--- src/rtl/exec_pkg.sv ---
// Shared types and constants for the execute-stage multiplier.
package exec_pkg;

  localparam int XLEN     = 64;
  localparam int REG_AW   = 5;
  localparam int ZERO_REG = 0;

  // Operation encoding on op_sel; 2'b11 has no name and decodes as a plain MUL.
  typedef enum logic [1:0] {
    OP_MUL   = 2'b00,
    OP_UMULH = 2'b01,
    OP_SMULH = 2'b10
  } mul_op_e;

  typedef enum logic [1:0] {
    IDLE  = 2'b00,
    RUN   = 2'b01,
    FIXUP = 2'b10,
    DONE  = 2'b11
  } mul_state_e;

  // True when the op returns the upper half of the double-width product.
  function automatic logic sel_high(input logic [1:0] op);
    return (op == OP_UMULH) || (op == OP_SMULH);
  endfunction

endpackage

--- src/rtl/mul_shift_add_core.sv ---
// Radix-2 shift-add unsigned multiplier: one multiplier bit per clock, LSB
// first, full double-width accumulator. start_i loads operands and clears
// the accumulator; done_o is high during the clock whose edge adds the last
// bit, so product_o is final from the following cycle onwards.
module mul_shift_add_core #(
  parameter int WIDTH = 64
) (
  input  logic               clk,
  input  logic               rst_n,
  input  logic               clear_i,
  input  logic               start_i,
  input  logic [WIDTH-1:0]   a_i,
  input  logic [WIDTH-1:0]   b_i,
  output logic               done_o,
  output logic [2*WIDTH-1:0] product_o
);

  localparam int CW = $clog2(WIDTH) + 1;
  localparam logic [CW-1:0] LAST = CW'(WIDTH - 1);

  logic [CW-1:0]      count_q, count_d;
  logic               active_q, active_d;
  logic [2*WIDTH-1:0] acc_q, acc_d;
  logic [2*WIDTH-1:0] mcand_q, mcand_d;
  logic [WIDTH-1:0]   mplier_q, mplier_d;

  // Next-state: load on start, otherwise add/shift once per active cycle.
  always_comb begin
    count_d  = count_q;
    active_d = active_q;
    acc_d    = acc_q;
    mcand_d  = mcand_q;
    mplier_d = mplier_q;
    if (clear_i) begin
      active_d = 1'b0;
    end else if (start_i) begin
      active_d = 1'b1;
      acc_d    = '0;
      count_d  = '0;
      mcand_d  = {{WIDTH{1'b0}}, a_i};
      mplier_d = b_i;
    end else if (active_q) begin
      if (mplier_q[0]) begin
        acc_d = acc_q + mcand_q;
      end
      mcand_d  = mcand_q << 1;
      mplier_d = mplier_q >> 1;
      // The counter parks on its terminal value rather than wrapping.
      if (count_q == LAST) begin
        active_d = 1'b0;
      end else begin
        count_d = count_q + 1'b1;
      end
    end
  end

  // State registers.
  always_ff @(posedge clk or negedge rst_n) begin
    if (!rst_n) begin
      count_q  <= '0;
      active_q <= 1'b0;
      acc_q    <= '0;
      mcand_q  <= '0;
      mplier_q <= '0;
    end else begin
      count_q  <= count_d;
      active_q <= active_d;
      acc_q    <= acc_d;
      mcand_q  <= mcand_d;
      mplier_q <= mplier_d;
    end
  end

  assign done_o    = active_q && (count_q == LAST);
  assign product_o = acc_q;

endmodule

--- src/rtl/exec_mul_unit.sv ---
// Execute-stage iterative multiplier (MUL / UMULH / SMULH) with register-file
// write-back fields. One op in flight.
// Handshakes: a transfer happens on a rising edge where valid and ready are
// both high; valid never depends on ready, and out_* stay stable while
// out_valid is high and out_ready is low.
module exec_mul_unit #(
  parameter int WIDTH  = 64,
  parameter int REG_AW = 5
) (
  input  logic              clk,
  input  logic              rst_n,
  input  logic              flush,
  input  logic              in_valid,
  output logic              in_ready,
  input  logic [1:0]        op_sel,
  input  logic [WIDTH-1:0]  op_a,
  input  logic [WIDTH-1:0]  op_b,
  input  logic [REG_AW-1:0] in_wa,
  output logic              out_valid,
  input  logic              out_ready,
  output logic [WIDTH-1:0]  out_wd,
  output logic [REG_AW-1:0] out_wa,
  output logic              out_we,
  output logic              busy,
  output logic [1:0]        dbg_state
);

  import exec_pkg::*;

  mul_state_e         state_q, state_d;
  logic [1:0]         op_q, op_d;
  logic [REG_AW-1:0]  wa_q, wa_d;
  logic               neg_q, neg_d;
  logic [WIDTH-1:0]   wd_q, wd_d;
  logic [REG_AW-1:0]  owa_q, owa_d;
  logic               we_q, we_d;
  logic               start;
  logic               is_signed;
  logic [WIDTH-1:0]   core_a, core_b;
  logic               core_done;
  logic [2*WIDTH-1:0] product, product_fix;

  // SMULH runs on magnitudes; the most negative value maps to itself, which
  // read as unsigned is exactly its magnitude.
  assign is_signed = (op_sel == OP_SMULH);
  assign core_a = (is_signed && op_a[WIDTH-1]) ? (~op_a + 1'b1) : op_a;
  assign core_b = (is_signed && op_b[WIDTH-1]) ? (~op_b + 1'b1) : op_b;

  mul_shift_add_core #(.WIDTH(WIDTH)) u_core (
    .clk       (clk),
    .rst_n     (rst_n),
    .clear_i   (flush),
    .start_i   (start),
    .a_i       (core_a),
    .b_i       (core_b),
    .done_o    (core_done),
    .product_o (product)
  );

  assign product_fix = neg_q ? (~product + 1'b1) : product;

  // Next-state and write-back field selection; flush overrides everything.
  always_comb begin
    state_d = state_q;
    op_d    = op_q;
    wa_d    = wa_q;
    neg_d   = neg_q;
    wd_d    = wd_q;
    owa_d   = owa_q;
    we_d    = we_q;
    start   = 1'b0;
    if (flush) begin
      state_d = IDLE;
      we_d    = 1'b0;
    end else begin
      case (state_q)
        IDLE: begin
          if (in_valid) begin
            start   = 1'b1;
            op_d    = op_sel;
            wa_d    = in_wa;
            neg_d   = is_signed && (op_a[WIDTH-1] ^ op_b[WIDTH-1]);
            state_d = RUN;
          end
        end
        RUN: begin
          if (core_done) begin
            state_d = FIXUP;
          end
        end
        FIXUP: begin
          wd_d    = sel_high(op_q) ? product_fix[2*WIDTH-1:WIDTH] : product_fix[WIDTH-1:0];
          owa_d   = wa_q;
          we_d    = (wa_q != REG_AW'(ZERO_REG));
          state_d = DONE;
        end
        DONE: begin
          if (out_ready) begin
            we_d    = 1'b0;
            state_d = IDLE;
          end
        end
        default: state_d = IDLE;
      endcase
    end
  end

  // State and output registers.
  always_ff @(posedge clk or negedge rst_n) begin
    if (!rst_n) begin
      state_q <= IDLE;
      op_q    <= '0;
      wa_q    <= '0;
      neg_q   <= 1'b0;
      wd_q    <= '0;
      owa_q   <= '0;
      we_q    <= 1'b0;
    end else begin
      state_q <= state_d;
      op_q    <= op_d;
      wa_q    <= wa_d;
      neg_q   <= neg_d;
      wd_q    <= wd_d;
      owa_q   <= owa_d;
      we_q    <= we_d;
    end
  end

  assign in_ready  = (state_q == IDLE) && !flush;
  assign out_valid = (state_q == DONE);
  assign out_wd    = wd_q;
  assign out_wa    = owa_q;
  assign out_we    = we_q;
  assign busy      = (state_q != IDLE);
  assign dbg_state = state_q;

endmodule

--- config.mk ---
export PLATFORM = sky130hd
export DESIGN_NAME = exec_mul_unit
export DESIGN_NICKNAME = d
export VERILOG_FILES = /design/src/rtl/exec_pkg.sv /design/src/rtl/mul_shift_add_core.sv /design/src/rtl/exec_mul_unit.sv
export SDC_FILE = /design/constraint.sdc
export NUM_CORES = 2
export LEC_CHECK = 0
export BUFFER_PORTS_ARGS = -buffer_cell sky130_fd_sc_hd__buf_4
export CAP_MARGIN = 25
export CORE_ASPECT_RATIO = 0.75
export CORE_MARGIN = 2
export CORE_UTILIZATION = 50
export CTS_CLUSTER_DIAMETER = 200
export DETAILED_ROUTE_END_ITERATION = 16
export PLACE_DENSITY_LB_ADDON = 0.3
export SKIP_CTS_REPAIR_TIMING = 1
export SLEW_MARGIN = 10
export SYNTH_ARGS = -nofsm -noshare
export SYNTH_HDL_FRONTEND = slang
export SYNTH_HIERARCHICAL = 1
export SYNTH_SLANG_ARGS = --single-unit
--- constraint.sdc ---
create_clock -name clk -period 8.3 [get_ports clk]
set_clock_uncertainty 0.2 [all_clocks]
set_input_delay 0.83 -clock clk [delete_from_list [all_inputs] [get_ports clk]]
set_output_delay 0.83 -clock clk [all_outputs]
set_load 0.03 [all_outputs]
* After elaboration in Yosys (flattened, before gate mapping)
Cells that the tools add are included.
** Word-level totals
- Word-level logic and storage cells :: 82
- Input port bits :: 140
- Register bits :: 408
- Output and inout port bits :: 75
** Cells by class
- Multiplexer cells :: 29
- Reduce and logical (&&, ||, !) cells :: 20
- $add $sub $neg :: 5
- Equal/unequal tests :: 11
- Bitwise operators :: 5
** Operators with widths (number)
- $mux W128 :: 6
- $mux W64 :: 5
- $add A128 B1 Y128 const B :: 1
- $add A128 B128 Y128 :: 1
- $add A64 B1 Y64 const B :: 2
- $not A128 Y128 :: 1
- $not A64 Y64 :: 2
- $mux W7 :: 3
- $reduce_and A3 Y1 :: 4
- $mux W1 :: 9
- $eq A2 B2 Y1 const B :: 4
- $mux W2 :: 4
- $pmux W2 S4 :: 1
- $add A7 B1 Y7 const B :: 1
- $eq A7 B6 Y1 const B :: 1
- $ne A3 B3 Y1 const B :: 2
- $reduce_and A2 Y1 :: 3
- $reduce_bool A2 Y1 :: 3
- $logic_and A1 B1 Y1 :: 5
- $reduce_bool A5 Y1 :: 1
- $eq A2 B1 Y1 const B :: 2
- $ne A3 B2 Y1 const B :: 1
- $reduce_bool A3 Y1 :: 1
- $logic_not A2 Y1 :: 1
- other kinds (6) :: 6

* Longest topological paths before layout
- Depth in word-level cells :: 5
- Mapped depth :: 15
- Gate-level depth less buffers :: 15

* By module
Netlist, hierarchy kept.
** By module, submodules not included
- mul_shift_add_core :: area each 21136.5 um2, instances 1, seq. area each 8207.9 um2, cells each 2430
- exec_mul_unit :: area each 10327.4 um2, instances 1, seq. area each 2001.9 um2, cells each 1428

* Worst setup path after synthesis
Ideal clock, no wire load.
- Path type :: input to register
- Start point :: input port op_b[10]
- End point :: register u_core.mplier_q[48]
- Setup time :: 0.083 ns
- Setup slack :: 4.499 ns
- Stages on the path :: 9
- Required time :: 8.017 ns
- Arrival time :: 3.519 ns
- Buffers on the path :: 0
- Cells stage by stage :: or4_4 or4_4 or4_4 nand4bb_4 or3_4 o31ai_4 xnor2_1 mux2i_1 o21ai_0
** Between the ends
- Longest elaborated chain between the ends :: 4
** Ends and longest elaborated chain
- from (decl) :: RTL line exec_mul_unit.sv:17 : input logic [WIDTH-1:0] op_b,
- $not A64 Y64 :: RTL line exec_mul_unit.sv:47 : assign core_b = (is_signed && op_b[WIDTH-1]) ? (~op_b + 1'b1) : op_b;
- $add A64 B1 Y64 :: RTL line exec_mul_unit.sv:47
- $mux W64 :: RTL line exec_mul_unit.sv:47
- via core_b[48] :: RTL line exec_mul_unit.sv:39 : logic [WIDTH-1:0] core_a, core_b;
- $mux W64 :: RTL line mul_shift_add_core.sv:36 : end else if (start_i) begin
- to (signal assigned) :: RTL line mul_shift_add_core.sv:70 : mplier_q <= mplier_d;
- to (decl) :: RTL line mul_shift_add_core.sv:25 : logic [WIDTH-1:0] mplier_q, mplier_d;
The timed path passes the listed nets, and every way through them passes these cells.
A chain may end at the register's enable or synchronous reset.

* Worst setup path in the final report
- Start point :: register u_core.mcand_q[0]
- End point :: register u_core.acc_q[84] (netlist: u_core/product_o[84])
** Between the ends
- Longest elaborated chain between the ends :: 4
** Ends and longest elaborated chain
- from (decl) :: RTL line mul_shift_add_core.sv:24 : logic [2*WIDTH-1:0] mcand_q, mcand_d;
- from (signal assigned) :: RTL line mul_shift_add_core.sv:69 : mcand_q <= mcand_d;
- $add A128 B128 Y128 :: RTL line mul_shift_add_core.sv:44 : acc_d = acc_q + mcand_q;
- $mux W128 :: RTL line mul_shift_add_core.sv:43 : if (mplier_q[0]) begin
- $mux W128 :: RTL line mul_shift_add_core.sv:42 : end else if (active_q) begin
- $mux W128 :: RTL line mul_shift_add_core.sv:36
- to (signal assigned) :: RTL line mul_shift_add_core.sv:62 : acc_q <= '0;
- to (signal assigned) :: RTL line mul_shift_add_core.sv:68 : acc_q <= acc_d;
- to (decl) :: RTL line mul_shift_add_core.sv:23 : logic [2*WIDTH-1:0] acc_q, acc_d;
Every way passes these cells. The select of a mux whose other input is x is not followed.

==> impl_metrics.ini <==
[power]
p_leak_nw = 15.3
powerDensity_nw_per_um2 = 337
peakVddDrop_uv = 369
p_total_w = 0.0119

[timing]
fin_crit_ns = 5.07
setup_violations = 0
fin_crit_sh_pct = 61.1
maxSlewViolCount = 0
worst_pin_slew_ns = 1.12
hold_viol = 0
fmax_mhz = 197
rsz0062_at_grt = false
slew_headroom_pct = 25.0
tns_ns = 0

[worst_setup_path]
slowest_delay_ns = 0.85
worst-endpoint-arrival_ns = 5.34
crit_buf_inv = 1
crit_family = compound AO/OA/AOI/OAI gates
cp_max_fo = 4
setup.worst_path.start_class = flop
end_kind = flop
slowest_stage = o311ai_0
critical_path.cell_chain = ha_1 > inv_1 > fa_1 > nor2b_1 > o2111ai_1 > a31oi_1 > o21ai_1 > o311ai_0 > a21oi_1 > o21ai_1 > a211o_1 > a31oi_1 > o211a_1 > xnor2_1 > o21ai_0
crit_type = reg -> reg
worstPathRequired_ns = 8.57

[clocking]
clock_latency_ns = 0.60
clk_pin_slew_ns = 0.06
cts_tree = yes
numClockSinks = 408
htree_levels = 2
cts-root-buf = clkbuf_16
cts_buffer_depth = 3
cts_buffers = 45

[cells_and_area]
register_area_sq_um = 10200
nNetsFinal = 4203
multi_input_area_sq_um = 20200
fillCellCount = 5713
area_growth_pct = 11.9
drive_gt1_share_pct = 10.2
final_area_sq_um = 35200

[routing]
vias = 31200
routedWlPerCell_um = 23.9
drtIter0Drc = 4196
vias_per_cell = 6.53
drt_wl_total_um = 114000
drtPass1Iterations = 7
final_antenna_net_count = 0
drc_errors = 0

[synth]
netlist_area_sq_um = 31500
syn_nets = 4134
async_flop_share_pct = 100
ys_ff_latch = 408
synth_edf_count = 0
yosysTopAreaCellShare_pct = 32.4
netlist_instances = 3858
yosysMostFrequentCell = nand2_1
synthTopCellsByCount = nand2_1 (562), o21ai_0 (449), dfrtp_1 (408), a21oi_1 (265), nor2_1 (221)
yosys-top-cells-area = dfrtp_1 (32%), o21ai_0 (7.1%), nand2_1 (6.7%)
syn_avg_cell_area_sq_um = 8.16
yosysWarnings = 6
yosysTopAreaCell = dfrtp_1
ys_seq_area_share_pct = 32.4
synth_cell_types = 98
synth_ff_type = dfrtp_1

[global_routing]
grt_pass1_wl_um = 174000
antenna_found_initial = 5
grt-ovfl-total = 0
grt_pass1_vias = 28000
grt_usage_pct = 34.2
grt_max_degree = 160

[job]
maxCapViolCount = 0

[floorplanning]
initial_core_util_pct = 50.6
io_pins = 215
rows = 79
die_area_sq_um = 65000
die_w_um = 294
core_area_sq_um = 62200
die_h_um = 221

[place]
dp_hpwl_um = 87400
place_area_sq_um = 33600
place.port_buffers = 214
place_congestion = 1.15

[outcome]
status = finished, final reports clean

[worst_hold_path]
hold_path.class = in -> reg
==> cells in the final DEF (no fill, tap or decap), drive strengths merged, types with 34 or more instances in the layout <==
master / Yosys / routed
o21ai: 479 / 479
a21o: 69 / 69
mux2i: 141 / 141
nand4: 88 / 88
o31ai: 61 / 61
o21a: 36 / 36
xor2: 131 / 131
a21oi: 267 / 267
xnor2: 205 / 205
nor3: 93 / 93
or3: 48 / 48
nor4: 64 / 64
ha: 135 / 135
nor2: 221 / 221
a22o: 76 / 76
nand2: 562 / 562
dfrtp: 408 / 408
a31oi: 34 / 34
buf: 27 / 250
inv: 51 / 52
nand3: 62 / 62
clkbuf: 202 / 60
or4: 54 / 54
==> flip-flops by register name, indices dropped and copies added (netlist names), 2 cells and up <==
name              count
wa_q                  5
u_core/product_o    128
dbg_state             2
out_wd               64
u_core/count_q        7
u_core/mcand_q      128
out_wa                5
u_core/mplier_q      64
op_q                  2
==> worst register-to-register path: cells and delay by family, from the launching register on <==
kind / cells / cell delay, ns
adders and majority gates: 2 / 0.68
xor gates and xnor gates: 1 / 0.12
buffers and inverters: 1 / 0.07
and+or+nand+nor: 1 / 0.18
DFF: 1 / 0.53
AOI/OAI and AO/OA: 10 / 3.18
==> per-stage QoR <==
stage	std cells	hold WS (ns)	worst slack, ns	util [%]
finish	4774	0.272	3.23	56.6
global route	4772	0.266	3.14	56.6
detailed placement	4688	0.265	3.50	54.0
CTS	4770	-0.0422	3.43	56.6
floorplan	3858	0.247	4.50	-
global placement	4685	0.260	3.59	53.9
==> routing by layer <==
layer	routed length, um	GRT usage, %	vias to the layer above
met1	52600	53.8	14800
met2	42900	43.8	1845
met3	14800	10.7	219
met4	3750	9.71	2
li1	-	-	14300
met5	11	0	-
==> power breakdown <==
| group | switching [W] | leakage, nW | internal, W | total (W) |
|---|---|---|---|---|
| clock | 0.000889 | 0.791 | 0.00131 | 0.00220 |
| sequential | 0.000585 | 5.49 | 0.00246 | 0.00304 |
| combinational | 0.00455 | 9.02 | 0.00207 | 0.00662 |
==> path summary, 6_finish.rpt <==
path	start	to	slack, ns	depth (start not counted)
max in group asynchronous	rst_n	u_core/mcand_q[64]	5.32	4
max reg2reg	u_core/mcand_q[0]	u_core/product_o[84]	3.23	15
min	in_wa[1]	wa_q[1]	0.27	2
min reg2reg	out_wa[2]	out_wa[2]	0.28	2
max	u_core/mcand_q[0]	u_core/product_o[84]	3.23	15
min in group asynchronous	rst_n	out_wd[3]	0.56	2
==> cells by family (layout without fill, tap and decap cells) <==
logic type | Yosys count | after routing | share of synthesized area (%)
flops | 408 | 408 | 32.4
buf+inv | 281 | 385 | 3.45
other cells | 0 | 2 | 0
fa+ha+maj | 136 | 136 | 5.43
mux | 152 | 152 | 4.88
compound gates | 1223 | 1223 | 24.2
xor+xnor | 336 | 336 | 9.35
simple gates | 1322 | 1322 | 20.2
==> cell type report <==
type | count | share of cell area [%]
sequential | 408 | 29.0
tap | 810 | 2.88
clock inverter | 22 | 0.878
inverter | 52 | 0.569
timing repair buffer | 251 | 5.48
antenna | 2 | 0.0142
multi-input combinational | 3169 | 57.5
clock buffer | 60 | 3.67
(Power assumes the default switching activity.)
